`config.mk`:
```
export PLATFORM = sky130hd
export DESIGN_NAME = branch_ctrl
export DESIGN_NICKNAME = d
export VERILOG_FILES = /design/src/rtl/branch_ctrl.sv
export SDC_FILE = /design/constraint.sdc
export NUM_CORES = 1
export LEC_CHECK = 0
export BUFFER_PORTS_ARGS = -buffer_cell sky130_fd_sc_hd__buf_2
export CAP_MARGIN = 20
export CORE_ASPECT_RATIO = 1.1
export CORE_MARGIN = 3
export CORE_UTILIZATION = 57
export CTS_CLUSTER_DIAMETER = 80
export DETAILED_ROUTE_END_ITERATION = 16
export GPL_TIMING_DRIVEN = 0
export HOLD_SLACK_MARGIN = 0.05
export PLACE_DENSITY = 0.93
export SLEW_MARGIN = 20
export SYNTH_ARGS = -nofsm -noshare
export SYNTH_HDL_FRONTEND = slang
export SYNTH_SLANG_ARGS = --single-unit
```
`constraint.sdc`:
```
create_clock -name clk -period 4.2 [get_ports clk]
set_input_delay 0.42 -clock clk [delete_from_list [all_inputs] [get_ports clk]]
set_output_delay 0.42 -clock clk [all_outputs]
set_load 0.05 [all_outputs]
```
`src/rtl/branch_ctrl.sv`:
```
// Branch resolution at EX, mispredict recovery sequencing and the
// 2-bit-counter BHT that feeds the IF-stage prediction.
module branch_ctrl #(
   parameter int BHT_ENTRIES  = 64,
   parameter int FLUSH_CYCLES = 2
) (
   input  logic        clk,
   input  logic        rst_n,
   input  logic [31:0] if_pc,
   output logic        if_pred_taken,
   input  logic        ex_valid,
   input  logic        ex_is_branch,
   input  logic        ex_is_jump,
   input  logic [2:0]  ex_f3,
   input  logic [5:0]  ex_branches,
   input  logic        ex_pred_taken,
   input  logic [31:0] ex_pc,
   input  logic [31:0] ex_target,
   output logic        redirect_valid,
   input  logic        redirect_ready,
   output logic [31:0] redirect_pc,
   output logic        flush_if_id,
   output logic        flush_id_ex,
   output logic        busy,
   output logic        branch_err,
   output logic [31:0] perf_branches,
   output logic [31:0] perf_mispred
);

   localparam int IW = $clog2(BHT_ENTRIES);
   localparam int CW = (FLUSH_CYCLES > 1) ? $clog2(FLUSH_CYCLES) : 1;
   localparam logic [CW-1:0] CNT_INIT = CW'(FLUSH_CYCLES - 1);

   localparam logic [2:0] BR_BEQ  = 3'b000;
   localparam logic [2:0] BR_BNE  = 3'b001;
   localparam logic [2:0] BR_BLT  = 3'b100;
   localparam logic [2:0] BR_BGE  = 3'b101;
   localparam logic [2:0] BR_BLTU = 3'b110;
   localparam logic [2:0] BR_BGEU = 3'b111;

   typedef enum logic [1:0] {
      S_RUN,
      S_REDIRECT,
      S_FLUSH
   } state_e;

   state_e          state_q, state_d;
   logic [CW-1:0]   cnt_q, cnt_d;
   logic [31:0]     rpc_q, rpc_d;
   logic [31:0]     pbr_q, pbr_d;
   logic [31:0]     pmis_q, pmis_d;
   logic [1:0]      bht_q [BHT_ENTRIES];

   logic            resolve;
   logic            br_taken;
   logic            f3_bad;
   logic            taken;
   logic            mispredict;
   logic            bht_we;
   logic [IW-1:0]   ex_idx;
   logic [IW-1:0]   if_idx;
   logic [1:0]      bht_old;
   logic [1:0]      bht_new;
   logic            unused_pc_bits;

   assign if_idx = if_pc[IW+1:2];
   assign ex_idx = ex_pc[IW+1:2];
   assign unused_pc_bits = ^{if_pc[31:IW+2], if_pc[1:0]};

   assign if_pred_taken = bht_q[if_idx][1];

   always_comb begin
      br_taken = 1'b0;
      f3_bad   = 1'b0;
      unique case (ex_f3)
         BR_BEQ:  br_taken = ex_branches[0];
         BR_BNE:  br_taken = ex_branches[1];
         BR_BLT:  br_taken = ex_branches[2];
         BR_BGE:  br_taken = ex_branches[3];
         BR_BLTU: br_taken = ex_branches[4];
         BR_BGEU: br_taken = ex_branches[5];
         default: f3_bad   = 1'b1;
      endcase
   end

   assign resolve    = (state_q == S_RUN) & ex_valid & (ex_is_branch | ex_is_jump);
   assign taken      = ex_is_jump | br_taken;
   assign mispredict = resolve & (taken != ex_pred_taken);
   assign branch_err = resolve & ~ex_is_jump & f3_bad;
   assign bht_we     = resolve & ~ex_is_jump & ~f3_bad;

   always_comb begin
      bht_old = bht_q[ex_idx];
      bht_new = bht_old;
      if (br_taken) begin
         if (bht_old != 2'b11) bht_new = bht_old + 2'b01;
      end else begin
         if (bht_old != 2'b00) bht_new = bht_old - 2'b01;
      end
   end

   always_comb begin
      state_d        = state_q;
      cnt_d          = cnt_q;
      rpc_d          = rpc_q;
      redirect_valid = 1'b0;
      flush_if_id    = 1'b0;
      unique case (state_q)
         S_RUN: begin
            if (mispredict) begin
               state_d = S_REDIRECT;
               rpc_d   = taken ? ex_target : ex_pc + 32'd4;
            end
         end
         S_REDIRECT: begin
            redirect_valid = 1'b1;
            flush_if_id    = 1'b1;
            if (redirect_ready) begin
               state_d = S_FLUSH;
               cnt_d   = CNT_INIT;
            end
         end
         S_FLUSH: begin
            flush_if_id = 1'b1;
            if (cnt_q == '0) state_d = S_RUN;
            else             cnt_d   = cnt_q - 1'b1;
         end
         default: state_d = S_RUN;
      endcase
   end

   assign flush_id_ex = flush_if_id;
   assign busy        = (state_q != S_RUN);
   assign redirect_pc = rpc_q;

   // Perf counters stick at all-ones instead of wrapping.
   always_comb begin
      pbr_d  = pbr_q;
      pmis_d = pmis_q;
      if (resolve && pbr_q != 32'hFFFF_FFFF)     pbr_d  = pbr_q + 32'd1;
      if (mispredict && pmis_q != 32'hFFFF_FFFF) pmis_d = pmis_q + 32'd1;
   end

   assign perf_branches = pbr_q;
   assign perf_mispred  = pmis_q;

   always_ff @(posedge clk or negedge rst_n) begin
      if (!rst_n) begin
         state_q <= S_RUN;
         cnt_q   <= '0;
         rpc_q   <= '0;
         pbr_q   <= '0;
         pmis_q  <= '0;
      end else begin
         state_q <= state_d;
         cnt_q   <= cnt_d;
         rpc_q   <= rpc_d;
         pbr_q   <= pbr_d;
         pmis_q  <= pmis_d;
      end
   end

   always_ff @(posedge clk or negedge rst_n) begin
      if (!rst_n) begin
         for (int i = 0; i < BHT_ENTRIES; i++) bht_q[i] <= 2'b01;
      end else if (bht_we) begin
         bht_q[ex_idx] <= bht_new;
      end
   end

endmodule

```
==> results of run 1 <==
==> power by group through the flow <==
stage          logic [mW]  clock network [mW]  registers [mW]
3_3_place_gp         1.81                   0            2.66
6_report             1.88                2.13            2.66
3_5_place_dp         1.86                   0            2.69
4_1_cts              1.88                2.14            2.65
5_1_grt              2.00                2.24            2.68
2_1_floorplan       0.667                   0            3.30
==> critical path: stages <==
cell,delay (ns)
clkbuf_1,0.51
clkbuf_2,0.54
mux4_2,0.60
mux4_2,0.54
mux4_2,0.49
buf_2,0.22
==> cell usage in the layout (no fill, tap or decap), types with 4 or more instances in the layout <==
cell type / n
a21oi_2: 6
xnor2_1: 41
o21ai_1: 54
mux2_2: 81
and3_1: 22
nand2b_1: 5
dfrtp_1: 163
buf_4: 9
buf_2: 202
o21ai_0: 55
xor2_1: 48
dfstp_2: 64
o211ai_1: 6
a21oi_1: 5
and2_1: 7
clkbuf_1: 28
clkbuf_8: 4
nor3_1: 25
nand4_1: 19
mux4_2: 31
mux2i_1: 30
a221o_1: 6
clkbuf_16: 23
nand2_1: 209
nor2b_1: 9
and4_1: 17
a221oi_1: 11
ha_1: 6
nor2_1: 48
nand3_1: 34
a22oi_1: 11
inv_1: 17
nor3b_1: 4
==> sequential cells by signal, indices dropped and copies added (netlist names) <==
register	cells
bht_q	128
cnt_q	1
perf_branches	32
perf_mispred	32
redirect_pc	32
state_q	2
==> area by class of cell <==
cell class	count	area share, %
sequential	227	40.91
timing repair buffer	188	7.126
tap	252	2.239
antenna	1	0.01777
clock buffer	32	4.611
clock inverter	9	0.9507
multi-input combinational	833	41.73
buffer	55	1.910
inverter	19	0.5064
==> layer usage <==
layer	global-route usage, %	vias to the layer above	part of all wire (%)
li1	-	4475	-
met1	37.60	5017	37
met2	53.68	622	49
met3	6.828	158	9.2
met4	16.08	0	5.6
met5	0	-	0
==> cells in the mapped netlist (26+ instances only) <==
library cell and n:
nand2_1 209, dfrtp_1 163, mux2_2 81, dfstp_2 64, o21ai_0 55, o21ai_1 54
nor2_1 48, xor2_1 48, xnor2_1 41, nand3_1 34, mux4_2 31, mux2i_1 30
nor3_1 26
==> per-stage QoR <==
| step | instance area, um^2 | hold WS [ns] | total power [mW] | std cells | TNS, ns |
|---|---|---|---|---|---|
| CTS | 14080 | 0.2071 | 6.669 | 1615 | 0 |
| finish | 14080 | 0.2035 | 6.672 | 1616 | 0 |
| detailed placement | 13290 | 0.3340 | 4.550 | 1573 | 0 |
| floorplan | 11970 | 0.1244 | 3.965 | 1134 | 0 |
| global placement | 13210 | 0.4596 | 4.472 | 1570 | -165.40 |
| global route | 14080 | 0.2229 | 6.919 | 1616 | 0 |
==> timing repair <==
item / CTS / global route
buffers inserted: 0 / 0
hold buffers: 1 / 0
hold endpoints to repair: 26 / 0
resized for setup: 0 / 2
endpoints found under the setup margin: 0 / 1
==> kinds of logic (layout without fill, tap and decap cells) <==
group                    count (synthesis)  in the layout
flip-flops                             227            227
AND/OR/NAND/NOR                        416            416
adder cells (fa/ha/maj)                  8              8
buffers and inverters                   74            303
AO/OA/AOI/OAI                          177            177
other                                    0              1
XOR/XNOR                                89             89
multiplexers                           143            143
==> final timing paths <==
path	cells past startpoint	slack (ns)	end	start
max	6	0.45	if_pred_taken	if_pc[2]
max reg2reg	8	1.14	bht_q[54]	state_q[0]
min	3	0.20	redirect_pc[2]	ex_target[2]
min reg2reg	1	0.48	redirect_pc[30]	redirect_pc[30]
min in group asynchronous	2	0.40	redirect_pc[15]	rst_n
max in group asynchronous	3	2.92	perf_branches[1]	rst_n
==> impl_metrics.json, run 1 <==
{
  "status": "finished, final reports clean",
  "synth_compound_area_share_pct": 9.312,
  "num_rows": 54,
  "syn_inst": 1134,
  "max-cap-violations": 0,
  "htree_levels": 1,
  "power_frac_seq_pct": 39.8,
  "netlist_top_cells_area": "dfrtp_1 (34%), dfstp_2 (14%), mux2_2 (7.6%)",
  "seq_area_um2": 5761,
  "drtIter0Drc": 898,
  "gr-total-overflow": 0,
  "die-area_um2": 22780,
  "synth_cell_types": 60,
  "hp-class": "in2reg",
  "ant_nets": 0,
  "cp.required_ns": 3.78,
  "antenna_found_initial": 1,
  "synth-xor-area-share_pct": 6.511,
  "yosys.area_share.simple_pct": 16.36,
  "first_global_vias": 10460,
  "clockBufferDepth": 3,
  "vdd_drop_max_v": 0.0002866,
  "dp_hpwl_um": 26180,
  "synth_top_area_share_pct": 34.07,
  "drt_wl_total_um": 36160,
  "ys_ff_latch": 227,
  "multi_input_area_um2": 5877,
  "crit_arrival_ns": 3.33,
  "grt_max_degree": 102,
  "comb_power_share_pct": 28.2,
  "crit_path_start_kind": "input pin",
  "min_period_ns": 3.751,
  "final_hold_viol_count": 0,
  "criticalPathCategory": "in2out",
  "wire_per_inst_um": 22.38,
  "cp-end-kind": "output port",
  "synth_top_family_by_area": "simple AND/OR/NAND/NOR gates",
  "synth_adder_area_share_pct": 0.8152,
  "drtPass1Iterations": 7,
  "worst_slack_ns": 0.4488,
  "synth_edf_count": 0,
  "maxSlewViolCount": 0,
  "boundaryPins": 214,
  "cts.sinks": 227,
  "fin_skew_ns": 0.03076,
  "start_util_pct": 59.26,
  "area_growth_pct": 17.63,
  "post-route-period-util_pct": 89.32,
  "synth.avg_cell_area_um2": 10.56,
  "clkPwrFrac_pct": 32.0,
  "ctsRootBufferMaster": "clkbuf_16",
  "swShare_pct": 36.79,
  "timing.fmax_mhz": 266.6,
  "synth.area.mux_share_pct": 16.05,
  "die_y_um": 158.0,
  "synth_ff_type": "dfrtp_1",
  "drcViolationCount": 0,
  "rsz0062_at_grt": "false",
  "path_max_fanout": 10,
  "nNetsFinal": 1465,
  "vias": 10270,
  "dp_slack_ns": 0.08555,
  "layout-drive-gt1-share_pct": 32.58,
  "switching_power_mw": 2.455,
  "clk_latency_ns": 0.52,
  "yosysTopAreaCell": "dfrtp_1",
  "worstMarginPinSlew_ns": 1.131,
  "final.fill_count": 1429,
  "leakagePower_nw": 6.467,
  "yosysSeqAreaShare_pct": 48.12,
  "gr-usage-all-layers_pct": 31.47,
  "synth_warnings": 0,
  "cts_tree": "yes",
  "utilization_pct": 69.71,
  "vias_per_cell": 6.356,
  "slew_headroom_pct": 24.04,
  "power.density_nw_per_um2": 473.8,
  "async_flop_share_pct": 100.0,
  "clkTransAtPathRegs_ns": 0.06,
  "setup_viol": 0,
  "globalplace.congestion": 0.9872,
  "p_int_mw": 4.217,
  "numCtsBuffers": 23,
  "die_x_um": 144.2,
  "grt_pass1_wl_um": 56110,
  "numPortBuffers": 184,
  "syn_area_um2": 11970,
  "core_area_um2": 20200,
  "synth_nets": 1252
}
Note: power is estimated with default switching activity, not from simulation.
==> run 2: changes to the inputs <==
==> constraint.sdc (replaced) <==
create_clock -name clk -period 3.82 [get_ports clk]
set_input_delay 1.146 -clock clk [delete_from_list [all_inputs] [get_ports clk]]
set_output_delay 1.146 -clock clk [all_outputs]
set_load 0.05 [all_outputs]
==> impl_metrics.json, run 2 (synthesized netlist as in run 1, its figures left out) <==
{
  "ant_nets": 0,
  "gr-usage-all-layers_pct": 30.25,
  "post-route-period-util_pct": 112.9,
  "ctsRootBufferMaster": "clkbuf_16",
  "wire_per_inst_um": 21.94,
  "path_common_cell": "mux4_2",
  "final_common_cell": "nand2_1",
  "cts.sinks": 227,
  "drcViolationCount": 0,
  "path_max_fanout": 5,
  "largest_register_ffs": 128,
  "crit_arrival_ns": 3.17,
  "seq_area_um2": 5761,
  "swShare_pct": 36.99,
  "tns_ns": -0.7835,
  "final.fill_count": 1422,
  "finalPower_mw": 7.319,
  "die_y_um": 158.0,
  "switching_power_mw": 2.707,
  "cts_tree": "yes",
  "maxSlewViolCount": 0,
  "first_global_vias": 10330,
  "power_frac_seq_pct": 39.8,
  "grt_pass1_wl_um": 54250,
  "leakagePower_nw": 6.538,
  "grt_max_degree": 85,
  "die-area_um2": 22780,
  "final_cell_mix": "nand2_1 (209), buf_2 (201), dfrtp_1 (163)",
  "globalplace.congestion": 1.059,
  "antenna_found_initial": 2,
  "nNetsFinal": 1469,
  "htree_levels": 1,
  "drtIter0Drc": 1089,
  "setup_viol": 23,
  "core_area_um2": 20200,
  "cp_slowest_cell": "mux4_2",
  "multi_input_area_um2": 5886,
  "comb_power_share_pct": 28.1,
  "worst_slack_ns": -0.4933,
  "p_int_mw": 4.612,
  "boundaryPins": 214,
  "final_hold_viol_count": 0,
  "slew_headroom_pct": 37.65,
  "layout-drive-gt1-share_pct": 33.26,
  "vdd_drop_max_v": 0.0002943,
  "failed_checks": "negative setup slack",
  "clk_latency_ns": 0.54,
  "numPortBuffers": 184,
  "vias": 10320,
  "dp_hpwl_um": 25350,
  "area_growth_pct": 18.69,
  "top_register": "bht_q",
  "min_period_ns": 4.313,
  "drt_wl_total_um": 35580,
  "clkTransAtPathRegs_ns": 0.06,
  "worstMarginPinSlew_ns": 0.9282,
  "hp-class": "reg2reg",
  "numCtsBuffers": 24,
  "fin_skew_ns": 0.02566,
  "cp-end-kind": "output port",
  "vias_per_cell": 6.363,
  "clockBufferDepth": 3,
  "crit_path_start_kind": "input pin",
  "criticalPathCategory": "in2out",
  "start_util_pct": 59.26,
  "status": "finished, violations left",
  "critPathMaxStageDelay_ns": 0.55,
  "power.density_nw_per_um2": 515.1,
  "holdBufCountCts": 0,
  "worstPathCellList": "clkbuf_16 -> buf_12 -> mux4_2 -> mux4_2 -> mux4_2 -> buf_8",
  "max-cap-violations": 0,
  "timing.fmax_mhz": 231.8,
  "drtPass1Iterations": 7,
  "clkPwrFrac_pct": 32.0,
  "cp.required_ns": 2.67,
  "die_x_um": 144.2,
  "num_rows": 54,
  "gr-total-overflow": 0,
  "rsz0062_at_grt": "true"
}
## run 2: cell types whose count changed in the layout (fill, tap and decap cells not counted), sizes merged, moves of 2 or more
cell	previous run	this run
clkbuf	56	58
bufinv	3	1
clkinv	5	8
buf	218	222
## run 2: timing repair
item	4_1_cts	5_1_grt
cloned	1	0
pin swaps	0	0
setup endpoints to repair	1	63
buffers inserted	3	0
gates resized for setup	6	3
## run 2: final cells by class
| class | count | share of cell area, % |
|---|---|---|
| Inverter | 19 | 0.5019 |
| Clock inverter | 8 | 0.5636 |
| Clock buffer | 35 | 5.011 |
| Tap cell | 252 | 2.219 |
| Buffer | 55 | 2.290 |
| Sequential cell | 227 | 40.54 |
| Antenna cell | 2 | 0.03522 |
| Timing Repair Buffer | 191 | 7.415 |
| Multi-Input combinational cell | 833 | 41.42 |
## run 2: power groups by stage
| stage | Combinational [mW] | Clock (mW) | Sequential, mW |
|---|---|---|---|
| after global placement | 1.98 | 0 | 2.93 |
| after detailed placement | 2.04 | 0 | 2.95 |
| final | 2.06 | 2.34 | 2.91 |
| after CTS | 2.05 | 2.35 | 2.90 |
| after floorplan | 0.739 | 0 | 3.63 |
| after global routing | 2.19 | 2.46 | 2.94 |
## run 2: metal layers
metal | vias to the layer above | share of wire [%] | track usage (%)
li1 | 4489 | - | -
met5 | - | 0 | 0
met3 | 175 | 9.6 | 6.556
met2 | 660 | 49 | 51.55
met1 | 4997 | 35 | 35.10
met4 | 0 | 6.3 | 17.86
## run 2: worst paths after layout
check	startpoint	to	slack, ns	depth (start not counted)
setup / recovery	if_pc[2]	if_pred_taken	-0.49	6
hold / removal	redirect_pc[4]	redirect_pc[4]	0.48	2
setup reg to reg	state_q[0]	bht_q[112]	0.78	8
hold reg to reg	redirect_pc[4]	redirect_pc[4]	0.48	2
max in group asynchronous	rst_n	perf_branches[23]	2.44	2
min in group asynchronous	rst_n	redirect_pc[27]	0.55	1
## run 2: per-stage QoR
step	setup slack, ns	hold slack, ns	instances	area [um^2]	utilization [%]
after floorplan	-0.3167	0.4615	1134	12010	-
after global routing	-0.4991	0.5023	1622	14210	70.33
after detailed placement	-0.5994	0.4667	1573	13330	65.97
after CTS	-0.4800	0.4797	1620	14190	70.23
after global placement	-2.111	0.4595	1570	13250	65.59
final	-0.4933	0.4761	1622	14210	70.33
## run 2: critical path: cells and delay by family
| kind | cells | cell delay, ns |
|---|---|---|
| buf+inv | 3 | 0.43 |
| mux | 3 | 1.59 |
